[src/rtl/wordlist_ctrl_pkg.sv]
// Shared widths, FSM state encoding and counter helpers for the wordlist
// sequencer/arbiter.
package wordlist_ctrl_pkg;

  localparam int unsigned WORD_W      = 25;
  localparam int unsigned LETTER_W    = 5;
  localparam int unsigned PICKNUM_W   = 12;
  localparam int unsigned TCNT_W      = 5;
  localparam int unsigned SCNT_W      = 2;
  localparam int unsigned TIMEOUT_DEF = 31;
  localparam int unsigned SETTLE_DEF  = 2;

  typedef enum logic [2:0] {
    IDLE   = 3'd0,
    SETTLE = 3'd1,
    SEARCH = 3'd2,
    PWAIT  = 3'd3,
    PCAP   = 3'd4,
    DONE   = 3'd5
  } state_t;

  // Timeout counter increment that sticks at the limit instead of wrapping.
  function automatic logic [TCNT_W-1:0] sat_inc(input logic [TCNT_W-1:0] v,
                                                input logic [TCNT_W-1:0] lim);
    return (v >= lim) ? lim : v + TCNT_W'(1);
  endfunction

endpackage

[src/rtl/wordlist_ctrl_rr_arb2.sv]
// Two-requester round-robin arbiter; index 0 is the guess checker, index 1
// the target picker. The pointer names the side favoured on a tie.
module rr_arb2 (
  input  logic       clk,
  input  logic       rst_n,
  input  logic       en_i,
  input  logic [1:0] req_i,
  output logic [1:0] gnt_o
);

  logic ptr_q, ptr_d;

  always_comb begin
    gnt_o = '0;
    if (en_i) begin
      if (req_i == 2'b11) gnt_o = ptr_q ? 2'b10 : 2'b01;
      else                gnt_o = req_i;
    end
  end

  always_comb begin
    ptr_d = ptr_q;
    if (gnt_o[0])      ptr_d = 1'b1;
    else if (gnt_o[1]) ptr_d = 1'b0;
  end

  always_ff @(posedge clk or negedge rst_n) begin
    if (!rst_n) ptr_q <= 1'b0;
    else        ptr_q <= ptr_d;
  end

endmodule

[src/rtl/wordlist_ctrl.sv]
// Sequencer/arbiter sharing the wordlist port between the guess checker and
// the target picker; masks stale ready, aligns picked data, adds a timeout.
module wordlist_ctrl
  import wordlist_ctrl_pkg::*;
#(
  parameter int unsigned SETTLE_CYCLES = SETTLE_DEF,
  parameter int unsigned TIMEOUT       = TIMEOUT_DEF
) (
  input  logic                 clk,
  input  logic                 rst_n,
  input  logic                 chk_req,
  input  logic [WORD_W-1:0]    chk_word,
  output logic                 chk_done,
  output logic                 chk_valid,
  output logic                 chk_err,
  input  logic                 pick_req,
  output logic                 pick_done,
  output logic [WORD_W-1:0]    pick_word,
  output logic [PICKNUM_W-1:0] pick_num,
  output logic                 pick_err,
  output logic [WORD_W-1:0]    wl_question,
  input  logic                 wl_ready,
  input  logic                 wl_valid,
  input  logic [WORD_W-1:0]    wl_picked,
  input  logic [PICKNUM_W-1:0] wl_picked_num,
  output logic                 busy
);

  localparam logic [TCNT_W-1:0] TOUT_LIM   = TCNT_W'(TIMEOUT);
  localparam logic [SCNT_W-1:0] SETTLE_LD  = SCNT_W'(SETTLE_CYCLES);

  state_t                 state_q, state_d;
  logic [SCNT_W-1:0]      settle_q, settle_d;
  logic [TCNT_W-1:0]      tout_q, tout_d, tout_inc;
  logic [WORD_W-1:0]      question_q, question_d;
  logic                   chk_done_q, chk_done_d;
  logic                   chk_valid_q, chk_valid_d;
  logic                   chk_err_q, chk_err_d;
  logic                   pick_done_q, pick_done_d;
  logic                   pick_err_q, pick_err_d;
  logic [WORD_W-1:0]      pick_word_q, pick_word_d;
  logic [PICKNUM_W-1:0]   pick_num_q, pick_num_d;
  logic                   arb_en;
  logic [1:0]             gnt;

  assign arb_en   = (state_q == IDLE);
  assign tout_inc = sat_inc(tout_q, TOUT_LIM);

  rr_arb2 u_arb (
    .clk   (clk),
    .rst_n (rst_n),
    .en_i  (arb_en),
    .req_i ({pick_req, chk_req}),
    .gnt_o (gnt)
  );

  always_comb begin
    state_d     = state_q;
    settle_d    = settle_q;
    tout_d      = tout_q;
    question_d  = question_q;
    chk_done_d  = 1'b0;
    chk_valid_d = chk_valid_q;
    chk_err_d   = chk_err_q;
    pick_done_d = 1'b0;
    pick_err_d  = pick_err_q;
    pick_word_d = pick_word_q;
    pick_num_d  = pick_num_q;

    case (state_q)
      IDLE: begin
        if (gnt[0]) begin
          question_d = chk_word;
          settle_d   = SETTLE_LD;
          state_d    = SETTLE;
        end else if (gnt[1]) begin
          tout_d  = '0;
          state_d = PWAIT;
        end
      end

      // Leave on the cycle the counter would hit zero, so SETTLE lasts
      // exactly SETTLE_CYCLES cycles and the first SEARCH sample is fresh.
      SETTLE: begin
        if (settle_q <= SCNT_W'(1)) begin
          settle_d = '0;
          tout_d   = '0;
          state_d  = SEARCH;
        end else begin
          settle_d = settle_q - SCNT_W'(1);
        end
      end

      SEARCH: begin
        if (wl_ready) begin
          chk_valid_d = wl_valid;
          chk_err_d   = 1'b0;
          chk_done_d  = 1'b1;
          state_d     = DONE;
        end else if (tout_inc == TOUT_LIM) begin
          chk_valid_d = 1'b0;
          chk_err_d   = 1'b1;
          chk_done_d  = 1'b1;
          state_d     = DONE;
        end else begin
          tout_d = tout_inc;
        end
      end

      PWAIT: begin
        if (wl_ready) begin
          state_d = PCAP;
        end else if (tout_inc == TOUT_LIM) begin
          pick_err_d  = 1'b1;
          pick_done_d = 1'b1;
          state_d     = DONE;
        end else begin
          tout_d = tout_inc;
        end
      end

      // wl_picked lags wl_ready by one cycle.
      PCAP: begin
        pick_word_d = wl_picked;
        pick_num_d  = wl_picked_num;
        pick_err_d  = 1'b0;
        pick_done_d = 1'b1;
        state_d     = DONE;
      end

      DONE:    state_d = IDLE;
      default: state_d = IDLE;
    endcase
  end

  always_ff @(posedge clk or negedge rst_n) begin
    if (!rst_n) begin
      state_q     <= IDLE;
      settle_q    <= '0;
      tout_q      <= '0;
      question_q  <= '0;
      chk_done_q  <= 1'b0;
      chk_valid_q <= 1'b0;
      chk_err_q   <= 1'b0;
      pick_done_q <= 1'b0;
      pick_err_q  <= 1'b0;
      pick_word_q <= '0;
      pick_num_q  <= '0;
    end else begin
      state_q     <= state_d;
      settle_q    <= settle_d;
      tout_q      <= tout_d;
      question_q  <= question_d;
      chk_done_q  <= chk_done_d;
      chk_valid_q <= chk_valid_d;
      chk_err_q   <= chk_err_d;
      pick_done_q <= pick_done_d;
      pick_err_q  <= pick_err_d;
      pick_word_q <= pick_word_d;
      pick_num_q  <= pick_num_d;
    end
  end

  assign chk_done    = chk_done_q;
  assign chk_valid   = chk_valid_q;
  assign chk_err     = chk_err_q;
  assign pick_done   = pick_done_q;
  assign pick_err    = pick_err_q;
  assign pick_word   = pick_word_q;
  assign pick_num    = pick_num_q;
  assign wl_question = question_q;
  assign busy        = (state_q != IDLE);

endmodule

[config.mk]
export PLATFORM = sky130hd
export DESIGN_NAME = wordlist_ctrl
export DESIGN_NICKNAME = d
export VERILOG_FILES = /design/src/rtl/wordlist_ctrl_pkg.sv /design/src/rtl/wordlist_ctrl_rr_arb2.sv /design/src/rtl/wordlist_ctrl.sv
export SDC_FILE = /design/constraint.sdc
export NUM_CORES = 1
export LEC_CHECK = 0
export BUFFER_PORTS_ARGS = -buffer_cell sky130_fd_sc_hd__buf_2
export CAP_MARGIN = 30
export CORE_ASPECT_RATIO = 1.2
export CORE_UTILIZATION = 44
export DETAILED_ROUTE_END_ITERATION = 10
export HOLD_SLACK_MARGIN = 0.03
export PLACE_DENSITY = 0.76
export SETUP_SLACK_MARGIN = 0.2
export SYNTH_ARGS = -nofsm -noshare
export SYNTH_HDL_FRONTEND = slang
export SYNTH_SLANG_ARGS = --single-unit
export TNS_END_PERCENT = 1
[constraint.sdc]
create_clock -name clk -period 2.5 [get_ports clk]
set_input_delay 0.5 -clock clk [delete_from_list [all_inputs] [get_ports clk]]
set_output_delay 0.5 -clock clk [all_outputs]
set_load 0.005 [all_outputs]
==> summary.txt <==
CTS
  • Clk root buf: clkbuf_8
  • Skew-Pair Late Insertion Delay: 0.34 ns
  • # H-tree levels: 3
  • CTS sink count: 78
  • CTS tree: yes
  • Clock slew at reported path FFs: 0.08 ns
  • Max Buffers Root-to-Sink: 2
  • Cts bufs inserted: 9

Worst setup path
  • Crit-path cells: ha_1 -> and3_2 -> ha_1 -> nand2_1 -> a21oi_1 -> a2111o_1 -> a41oi_1 -> o22a_2
  • Crit path launch type: register
  • WP data required: 2.78 ns
  • Critical path origin: tout_q[0]
  • Delay-heaviest family, CP: compound AO/OA/AOI/OAI gates
  • Worst reg2reg startpoint: tout_q[0]
  • Largest fanout on the critical path: 6
  • Critical path buffers and inverters: 0
  • Data arrival time of the worst path: 2.47 ns
  • Worst path depth: 8
  • Crit Path Class: reg -> reg
  • Largest stage delay, worst path: 0.51 ns
  • Slowest stage cell, crit path: a2111o_1
  • R2R cell count: 8
  • Most used cell, CP: ha_1
  • Worst setup EP type: register

Power and ir drop
  • P per Cell Area: 1170 mW/mm²
  • Leakage power total: 0.00206 µW
  • Tot Pwr: 4840 µW
  • Worst ir drop on vdd: 0.000592 V

Die
  • Die Y: 94.6 µm
  • Floorplan core area: 0.00685 mm²
  • Ports: 136
  • Initial Utilization: 0.459
  • Die span in x: 79.2 µm
  • Die ar.: 0.00749 mm²
  • Cell Rows: 33

Route
  • Drt wl/cell: 14.1 µm
  • Number of remaining DRC errors: 0
  • Vias per Instance: 5.04
  • DR vias: 2267
  • First drt pass iteration count: 4
  • Initial drt markers: 43
  • DRT Wirelength: 6360 µm
  • Routed Antenna Nets: 0

Yosys
  • Most common flop cell mapped by yosys: dfrtp_1
  • Synth top cells by count: 78 x dfrtp_1, 62 x mux2_2, 9 x a21oi_1
  • Synth Area in Adders: 0.00796
  • Ys async rst share: 1.00
  • Yosys cell types: 37
  • Xor/xnor cell area share of the yosys netlist: 0
  • Synth Area per Inst: 14.6 µm²
  • Simple-gate share of the synthesized area: 0.0537
  • Syn Nets: 286
  • Count leader, synth: dfrtp_1
  • Flops & latches, synth: 78
  • Sequential-to-total area share from yosys stat: 0.621
  • Dominant cell type by area after synthesis: dfrtp_1
  • Synth area leaders: dfrtp_1 62%, mux2_2 22%, a21oi_1 1.4%, buf_2 0.96%, nor2_1 0.84%
  • Syn Inst Count: 216
  • Mux contribution to synthesized area: 0.222
  • Number of synthesized flops with an enable pin: 0
  • Synth top area share: 0.621
  • Post-synthesis compound-gate area fraction: 0.0716
  • Synth warn: 0
  • Largest family of logic cells by synthesized area: multiplexers
  • Cell Area, Synth: 0.00314 mm²

STA
  • Max Fclk: 458 MHz
  • Final setup TNS: 0 ns
  • Setup ws final: 0.319 ns
  • Final Setup Violations: 0
  • Clk_skew: 0.00413 ns
  • RSZ-0062 raised after global routing: false
  • Tmin final: 2.18 ns
  • Worst Tran Pin Value: 0.476 ns
  • Final count of pins violating max slew: 0
  • Max transition margin: 0.683
  • Crit share post-route: 0.873
  • Final Hold Fails: 0

Placement
  • Global placement routability congestion: 0.913
  • Worst slack, placed: 0.211 ns
  • Hpwl dp: 4700 µm
  • Port bufs: 135

Final layout
  • Layout fillers: 589
  • Util after Layout: 0.602
  • Post-layout nets: 429
  • P&R area growth vs syn: 31.2%
  • Fraction of layout cells with a size suffix above 1: 0.634
  • ANT cells: 0

Global routing
  • Largest net degree at the start of global routing: 47
  • First-pass GRT wire length: 9780 µm
  • Total gr overflow: 0
  • Vias in the first global route: 2281
  • GRT Total Usage: 0.171
  • Initial antenna violation count: 0

Status
  • Outcome: complete, no violations

Worst hold path
  • Worst Hold Class: in -> async

Run
  • # Max-Cap Violations: 0
[state kept, by name, indices dropped and copies added (netlist names)]
| register | cells |
|---|---|
| tout_q | 5 |
| pick_err | 1 |
| chk_done | 1 |
| u_arb.ptr_q | 1 |
| state_q | 3 |
| pick_done | 1 |
| chk_valid | 1 |
| chk_err | 1 |
| wl_question | 25 |
| pick_num | 12 |
| settle_q | 2 |
| pick_word | 25 |
[area by class of cell]
class	instances	area, µm²	share of cell area
clock buffer	9	124	0.0300
clock inverter	6	63.8	0.0155
inverter	5	18.8	0.00455
multi-input combinational	124	1120	0.272
sequential	78	1950	0.473
tap	87	109	0.0264
timing repair buffer	141	736	0.178
[final timing paths]
path	end	slack (ns)
setup / recovery	tout_q[3]	0.32
setup reg to reg	tout_q[3]	0.32
hold / removal	wl_question[21]	0.08
min in group clk	wl_question[9]	0.38
max in group asynchronous	pick_word[5]	1.83
hold reg to reg	settle_q[0]	0.49
[metal layers]
metal / vias to the layer above / wire length [µm] / track usage
met3: 13 / 301 / 0.0541
met2: 68 / 3470 / 0.316
met5: - / 0 / 0
li1: 1060 / - / -
met1: 1126 / 2440 / 0.179
met4: 0 / 146 / 0.0682
[kinds of logic after synthesis]
| group | Yosys count |
|---|---|
| adders and majority gates | 2 |
| buffers and inverters | 14 |
| muxes | 62 |
| AOI/OAI and AO/OA | 31 |
| and+or+nand+nor | 29 |
| DFF | 78 |
[per-stage QoR]
stage / hold slack [ns] / std cells / cell area (µm²)
after floorplan: 0.204 / 216 / 3140
after global placement: 0.465 / 432 / 3920
after detailed placement: 0.469 / 432 / 3920
after CTS: 0.0894 / 447 / 4100
after global routing: 0.0974 / 450 / 4130
final: 0.0800 / 450 / 4130
[power by group]
| group | total (µW) | internal [µW] | leakage [µW] | switching [µW] |
|---|---|---|---|---|
| Combinational | 1750 | 1040 | 0.00103 | 715 |
| Sequential | 2190 | 1860 | 0.000946 | 328 |
| Clock | 896 | 453 | 0.0000911 | 443 |
[what timing repair did]
item | in CTS | in global routing
pin swaps | 0 | 1
hold buffers | 0 | 0
endpoints found under the setup margin | 1 | 3
gates resized for setup | 1 | 0
buffers inserted | 0 | 3
[worst reg2reg max path, stage by stage (launching register included)]
cell	delay, ns
dfrtp_2	0.42
ha_1	0.21
and3_2	0.21
ha_1	0.29
nand2_1	0.08
a21oi_1	0.05
a2111o_1	0.51
a41oi_1	0.19
o22a_2	0.16
[layout by cell type (no fill, tap or decap), types with 2 or more instances in the layout]
cell type,n
dfrtp_1,77
a21oi_1,9
o31ai_1,2
buf_4,6
nand2b_1,3
or2b_2,2
nor3_2,2
mux2_2,62
nor2_1,7
inv_1,5
a41oi_1,2
nor2b_1,2
buf_2,134
clkbuf_8,9
a31oi_1,2
clkinv_2,2
and3_2,2
o21ai_0,3
a21o_1,2
o2bb2ai_1,2
nand2_1,5
ha_1,2
clkinvlp_4,2
No activity file was read; power rests on OpenSTA's default activity.
